$ cat src/rtl/bram_stream_reader.sv
// Burst reader for a registered-output block RAM.
// Accepts a (base, length) request, walks the RAM address space with
// wrap-around and presents the words as a valid/ready stream through a
// two-entry buffer that hides the RAM's one-cycle read latency.
//
// Stream handshake: a word moves from this block to the consumer on every
// rising edge where valid_o and ready_i are both high. Once valid_o rises it
// stays high, with data_o unchanged, until that transfer happens.
module bram_stream_reader #(
  parameter int memSize_p   = 8,
  parameter int dataWidth_p = 16
) (
  input  logic                   clk_i,
  input  logic                   reset_i,
  input  logic                   start_i,
  input  logic [memSize_p-1:0]   base_addr_i,
  input  logic [memSize_p:0]     length_i,
  output logic [memSize_p-1:0]   raddr_o,
  input  logic [dataWidth_p-1:0] rdata_i,
  output logic [dataWidth_p-1:0] data_o,
  output logic                   valid_o,
  input  logic                   ready_i,
  output logic                   busy_o,
  output logic                   done_o,
  output logic [1:0]             state_o
);

  typedef enum logic [1:0] {
    IDLE   = 2'd0,
    READ   = 2'd1,
    FINISH = 2'd2
  } state_t;

  state_t                 state_q, state_d;
  logic [memSize_p-1:0]   raddr_q;
  logic [memSize_p:0]     remaining_q;
  logic                   inflight_q;
  logic [1:0]             occ_q;
  logic [dataWidth_p-1:0] head_q;
  logic [dataWidth_p-1:0] tail_q;

  logic       pop;
  logic       push;
  logic [2:0] level;
  logic       issue;
  logic       last_pop;

  // Handshake, issue throttle and end-of-burst detection.
  always_comb begin
    pop      = (occ_q != 2'd0) && ready_i;
    push     = inflight_q;
    // Words that will be held once this cycle's pop completes; a pop implies occ_q >= 1.
    level    = {1'b0, occ_q} + {2'b00, inflight_q} - {2'b00, pop};
    issue    = (state_q == READ) && (remaining_q != '0) && (level < 3'd2);
    last_pop = (state_q == READ) && (remaining_q == '0) && !inflight_q &&
               (occ_q == 2'd1) && pop;
  end

  // Next-state logic for the burst controller.
  always_comb begin
    state_d = state_q;
    case (state_q)
      IDLE: begin
        if (start_i) begin
          state_d = (length_i == '0) ? FINISH : READ;
        end
      end
      READ: begin
        if (last_pop) begin
          state_d = FINISH;
        end
      end
      FINISH:  state_d = IDLE;
      default: state_d = IDLE;
    endcase
  end

  // State register.
  always_ff @(posedge clk_i) begin
    if (reset_i) begin
      state_q <= IDLE;
    end else begin
      state_q <= state_d;
    end
  end

  // Address, remaining count and in-flight tracking.
  always_ff @(posedge clk_i) begin
    if (reset_i) begin
      raddr_q     <= '0;
      remaining_q <= '0;
      inflight_q  <= 1'b0;
    end else begin
      inflight_q <= issue;
      if ((state_q == IDLE) && start_i) begin
        raddr_q     <= base_addr_i;
        remaining_q <= length_i;
      end else if (issue) begin
        // Natural overflow of the address register gives the wrap to 0.
        raddr_q     <= raddr_q + 1'b1;
        remaining_q <= remaining_q - 1'b1;
      end
    end
  end

  // Two-entry buffer: head_q drives data_o directly, tail_q holds the second word.
  always_ff @(posedge clk_i) begin
    if (reset_i) begin
      occ_q  <= 2'd0;
      head_q <= '0;
      tail_q <= '0;
    end else begin
      case ({push, pop})
        2'b11: begin
          if (occ_q == 2'd2) begin
            head_q <= tail_q;
            tail_q <= rdata_i;
          end else begin
            head_q <= rdata_i;
          end
        end
        2'b10: begin
          if (occ_q == 2'd0) begin
            head_q <= rdata_i;
          end else begin
            tail_q <= rdata_i;
          end
          occ_q <= occ_q + 2'd1;
        end
        2'b01: begin
          // With one word left the head keeps its value after the pop.
          if (occ_q == 2'd2) begin
            head_q <= tail_q;
          end
          occ_q <= occ_q - 2'd1;
        end
        default: begin
          occ_q <= occ_q;
        end
      endcase
    end
  end

  assign raddr_o = raddr_q;
  assign data_o  = head_q;
  assign valid_o = (occ_q != 2'd0);
  assign busy_o  = (state_q != IDLE);
  assign done_o  = (state_q == FINISH);
  assign state_o = state_q;

endmodule
$ cat config.mk
export PLATFORM = sky130hd
export DESIGN_NAME = bram_stream_reader
export DESIGN_NICKNAME = d
export VERILOG_FILES = /design/src/rtl/bram_stream_reader.sv
export SDC_FILE = /design/constraint.sdc
export NUM_CORES = 1
export LEC_CHECK = 0
export BUFFER_PORTS_ARGS = -buffer_cell sky130_fd_sc_hd__buf_2
export CAP_MARGIN = 25
export CORE_AREA = 3 3 93 95
export CTS_CLUSTER_DIAMETER = 200
export CTS_CLUSTER_SIZE = 30
export DETAILED_ROUTE_END_ITERATION = 6
export DIE_AREA = 0 0 96 98
export GPL_TIMING_DRIVEN = 0
export PLACE_DENSITY_LB_ADDON = 0.25
export SYNTH_ARGS = -nofsm -noshare
export SYNTH_HDL_FRONTEND = slang
export SYNTH_SLANG_ARGS = --single-unit
$ cat constraint.sdc
create_clock -name clk_i -period 3.58 [get_ports clk_i]
set_input_delay 0.358 -clock clk_i [delete_from_list [all_inputs] [get_ports clk_i]]
set_output_delay 0.358 -clock clk_i [all_outputs]
set_load 0.02 [all_outputs]
# Yosys cells after proc, flatten, opt, wreduce, memory -nomap -nowiden
# Index checks and enable logic that the tools add are counted.
dict set report word_totals {
  in_bits 37
  register_bits 54
  wordCells 66
}
dict set report classes {
  muxes 16
  eq_ne 13
  reduce_logical 23
  magnitude_cmp 1
  addsub 6
}
# op n
set ops {}
lappend ops {{$mux 16} 5}
lappend ops {{$pmux 16 s3} 1}
lappend ops {{$pmux 16 s2} 1}
lappend ops {{$logic_not 9->1} 2}
lappend ops {{$mux 9} 2}
lappend ops {{$mux 8} 2}
lappend ops {{$ne 2x2->1 const B} 6}
lappend ops {{$reduce_bool 2->1} 5}
lappend ops {{$reduce_bool 9->1} 1}
lappend ops {{$sub 9x1->9 const B} 1}
lappend ops {{$add 8x1->8 const B} 1}
lappend ops {{$eq 2x2->1 const B} 4}
lappend ops {{$logic_and 1x1->1} 8}
lappend ops {{$pmux 2 s2} 2}
lappend ops {{$eq 2x1->1 const B} 3}
lappend ops {{$mux 2} 3}
lappend ops {{$reduce_and 3->1} 2}
lappend ops {{$logic_not 2->1} 2}
lappend ops {{$add 2x1->3} 1}
lappend ops {{$lt 3x2->1 const B} 1}
lappend ops {{$reduce_bool 3->1} 1}
lappend ops {{$sub 3x1->3} 1}
lappend ops {{$add 2x1->2 const B} 1}
lappend ops {{$reduce_and 2->1} 1}
lappend ops {{other kinds (2)} 2}

# Depth between registers and ports, before layout
dict set report depth {
  ltp_word 7
  mapped_depth 13
  mapped_depth_nobuf 12
}

# Least setup slack after synthesis
# No wires, ideal clock.
dict set report synth_path {
  path_type {flip-flop to flip-flop}
  from {reg occ_q[1]}
  to {reg remaining_q[5]}
  required_time_ns 3.505
  setup_time_ns 0.075
  stages_incl_launch_ff 14
  path_buffers 1
  arrival_ns 2.901
  setup_slack_ns 0.605
  cell_sequence {dfxtp_1 -> inv_1 -> ha_1 -> nand2b_1 -> inv_1 -> ha_1 -> nand2b_1 -> fa_1 -> xnor2_1 -> and3_1 -> buf_2 -> nand2_1 -> or3_2 -> a31oi_1}
}
dict set report synth_via {
  elab_chain_cells 6
  elab_cells_between_ends 7
  classes_between {add/sub: 2; order compare: 1; reduce/logical: 4}
}
# item line_no
set synth_lines {}
lappend synth_lines {{from (decl)} 38} ;# logic [1:0] occ_q;
lappend synth_lines {{from (signal assigned)} 128} ;# occ_q <= occ_q + 2'd1;
lappend synth_lines {{from (signal assigned)} 135} ;# occ_q <= occ_q - 2'd1;
lappend synth_lines {{from (signal assigned)} 138} ;# occ_q <= occ_q;
lappend synth_lines {{branches (longest 2 deep; another with $add 2x1->3)} n/a}
lappend synth_lines {{$sub 3x1->3 *} 53} ;# level = {1'b0, occ_q} + {2'b00, inflight_q} - {2'b00, pop};
lappend synth_lines {{$lt 3x2->1 *} 54} ;# issue = (state_q == READ) && (remaining_q != '0) && (level < 3'd2);
lappend synth_lines {{$logic_and 1x1->1 *} 54}
lappend synth_lines {{$reduce_bool 2->1 (no line) *} n/a}
lappend synth_lines {{to (signal assigned)} 97} ;# remaining_q <= length_i;
lappend synth_lines {{to (signal assigned)} 101} ;# remaining_q <= remaining_q - 1'b1;
lappend synth_lines {{to (decl)} 36} ;# logic [memSize_p:0] remaining_q;
# Every way passes the cells marked *.
# A chain may end at the register's enable or synchronous reset.

# Worst setup path after layout
dict set report layout_path {
  from {reg occ_q[0]}
  to {reg remaining_q[5]}
}
# Same word-level chain as after synthesis.

==> results.py <==
metrics = {
    "worst_setup_path": {
        "cp_data_arrival_time_ns": 3.53,
        "worstRegToRegCells": 13,
        "cp.required_ns": 3.82,
        "worstReg2RegEnd": "remaining_q[5]$_SDFFE_PP0P_",
        "path_delay_family": "simple AND/OR/NAND/NOR gates",
        "cp_max_fo": 9,
        "criticalPathCategory": "flop to flop",
        "start_kind": "flop",
        "path_cells": "inv_1 > ha_1 > nand2b_2 > inv_1 > ha_1 > nand2b_1 > fa_1 > xnor2_2 > and3_1 > buf_2 > nand2_2 > or3_2 > a31oi_1",
        "path_buf_inv": 3,
        "critPathMaxStageDelay_ns": 0.47,
        "critPathSlowestCell": "or3_2",
        "end_kind": "flop",
        "r2r_slack_ns": 0.30,
        "r2r_start": "occ_q[0]$_SDFFE_PP0N_",
    },
    "placed_design": {
        "hpwl_um": 5400,
        "place_congestion": 0.8399,
        "pre_cts_ws_ns": 0.07174,
        "port-buffer-count": 64,
        "dp.cells": 478,
    },
    "detailed_routing": {
        "drt_iter0_drc": 88,
        "wl_per_cell_um": 14.82,
        "antenna_left": 0,
        "vias": 2576,
        "drt_first_pass_iters": 4,
        "drc": 0,
        "viasPerCell": 5.279,
        "routed_wirelength_um": 7233,
    },
    "floorplanning": {
        "core_um2": 7807,
        "io_pins": 66,
        "die_w_um": 96,
        "die_h_um": 98,
        "start_util": 0.3476,
        "dieArea_um2": 9408,
        "rows": 32,
    },
    "synth": {
        "ys_top_cells_by_count": "nor2_1, dfxtp_1, mux2i_1",
        "avgSynthCellArea_um2": 8.698,
        "syn_nets": 359,
        "synth.ff_latch_count": 54,
        "syn_area_um2": 2714,
        "ys_seq_area_frac": 0.3983,
        "async_flop_share": 0,
        "yosysWarnings": 0,
        "synth_top_area_frac": 0.3983,
        "yosys.area.top_type": "dfxtp_1",
        "ys.flop_type": "dfxtp_1",
        "synth_area_leaders": "dfxtp_1, mux2i_1, nor2_1, a221oi_1, ha_1",
        "synth_cells": 312,
        "synthDistinctLibCells": 47,
        "yosysMostFrequentCell": "nor2_1",
        "synth_edf_count": 0,
    },
    "timing": {
        "rsz0062_at_grt": "no",
        "tightest_slew_ns": 0.6000,
        "fmax_mhz": 304.6,
        "fin_worst_skew_ns": 0.006509,
        "drv_slew": 0,
        "hold_viol": 0,
        "timing.final.ws_setup_ns": 0.2974,
        "period_needed_ns": 3.283,
        "period_share": 0.9169,
        "hold_slack_ns": 0.2980,
        "fin_setup_tns_ns": 0,
        "slew-limit-headroom": 0.5886,
        "setup_violations": 0,
    },
    "clock_network": {
        "path_clk_slew_ns": 0.10,
        "cts_buffer_depth": 2,
        "cts_buffers": 5,
        "cts-root-buf": "clkbuf_8",
        "htreeDepth": 2,
        "clk_latency_ns": 0.31,
        "clock_sinks": 54,
        "tritoncts": "done",
    },
    "global_routing": {
        "antenna_found_initial": 0,
        "track_usage": 0.1582,
        "grt_max_degree": 19,
        "grt_remaining_overflow": 0,
        "grt_pass1_vias": 2445,
        "grt_pass1_wl_um": 12070,
    },
    "hold_path": {
        "holdPathStages": 3,
        "hold_class": "primary input to flop",
        "holdPathEnd": "tail_q[10]$_SDFFE_PP0P_",
        "hp-start": "rdata_i[10]",
    },
    "pwr": {
        "power_mw": 2.263,
        "power-per-cell-area_nw_per_um2": 679.2,
        "p_leak_nw": 1.360,
        "ir_drop_v": 0.0002897,
    },
    "job": {
        "maxCapViolations": 0,
    },
    "finish": {
        "fin_cells": 488,
        "layout-drive-gt1-share": 0.2383,
        "area_growth_pct": 22.78,
        "fin_nets": 432,
        "diodes": 0,
    },
    "run_status": {
        "outcome": "finished clean",
    },
}
==> through the flow <==
step           instance area (µm²)  utilization
2_1_floorplan                 2714            -
3_5_place_dp                  3162       0.4050
4_1_cts                       3278       0.4199
3_3_place_gp                  3162       0.4050
6_report                      3332       0.4268
5_1_grt                       3332       0.4268
==> cell usage in the layout, fill, tap and decap left out, drive strengths merged, types with 2 or more instances in the layout <==
master / instances
a2111oi: 3
a211oi: 12
a21oi: 18
a221oi: 16
a311o: 3
a311oi: 2
a31oi: 3
and3: 5
buf: 70
clkbuf: 19
dfxtp: 54
ha: 9
inv: 15
mux2i: 28
nand2: 11
nand2b: 3
nand3: 8
nor2: 55
nor2b: 2
nor3: 16
nor4: 5
o21ai: 4
or3: 2
xnor2: 2
xor2: 3
==> cells by family after synthesis <==
group,synth area share
xor+xnor,0.01614
buf+inv,0.04564
flops,0.3983
simple gates,0.1969
fa+ha+maj,0.04887
compound gates,0.1867
mux,0.1074
==> cell type report <==
class,count,area [µm²]
repair buffers,66,335.3
multi-input cells,226,1546
flip-flops and latches,54,1082
inverters,14,52.55
well taps,102,127.6
fillers,819,4476
clock inverters,3,47.55
clock buffers,5,68.82
plain buffers,18,71.32
==> timing repair <==
| action | 4_1_cts | 5_1_grt |
|---|---|---|
| gates resized for setup | 0 | 10 |
| hold buffers | 0 | 0 |
| buffers inserted | 0 | 2 |
| setup endpoints to repair | 0 | 13 |
| hold endpoints to repair | 0 | 0 |
==> worst register-to-register path, delay by kind of cell, from the launching register on <==
family,cells,cell delay (ns)
AO/OA/AOI/OAI,1,0.13
adder cells (fa/ha/maj),3,0.91
AND/OR/NAND/NOR,5,1.21
XOR/XNOR,1,0.17
flip-flops,1,0.39
buffers and inverters,3,0.41
==> registers in the layout, indices dropped and copies added, names as in the netlist <==
signal and count:
inflight_q 1, remaining_q 9, occ_q 2, data_o 16, raddr_o 8, tail_q 16, state_o 2
==> where the power goes <==
group,switching (mW),total [mW],leakage (nW),internal (mW)
Clock,0.211,0.424,0.0587,0.212
Sequential,0.110,0.856,0.442,0.746
Combinational,0.606,0.983,0.859,0.377
Total,0.928,2.26,1.36,1.34
==> layer usage <==
layer	global-route usage	routed length (µm)
met1	0.2285	3515
met2	0.2347	3153
met3	0.03544	504
met4	0.04486	59
met5	0	0
==> worst max-delay path by stage <==
| stage | start | to | slack [ns] | cells past startpoint |
|---|---|---|---|---|
| after floorplan | occ_q[1]$_SDFFE_PP0N_ | remaining_q[5]$_SDFFE_PP0P_ | 0.60 | 13 |
| after global placement | occ_q[1]$_SDFFE_PP0N_ | raddr_o[6]$_SDFFE_PP0P_ | 0.08 | 12 |
| after detailed placement | occ_q[1]$_SDFFE_PP0N_ | raddr_o[6]$_SDFFE_PP0P_ | 0.07 | 12 |
| after CTS | occ_q[1]$_SDFFE_PP0N_ | raddr_o[6]$_SDFFE_PP0P_ | 0.02 | 12 |
| after global routing | occ_q[0]$_SDFFE_PP0N_ | remaining_q[5]$_SDFFE_PP0P_ | 0.04 | 13 |
| final | occ_q[0]$_SDFFE_PP0N_ | remaining_q[5]$_SDFFE_PP0P_ | 0.30 | 13 |
(Power assumes the default switching activity.)
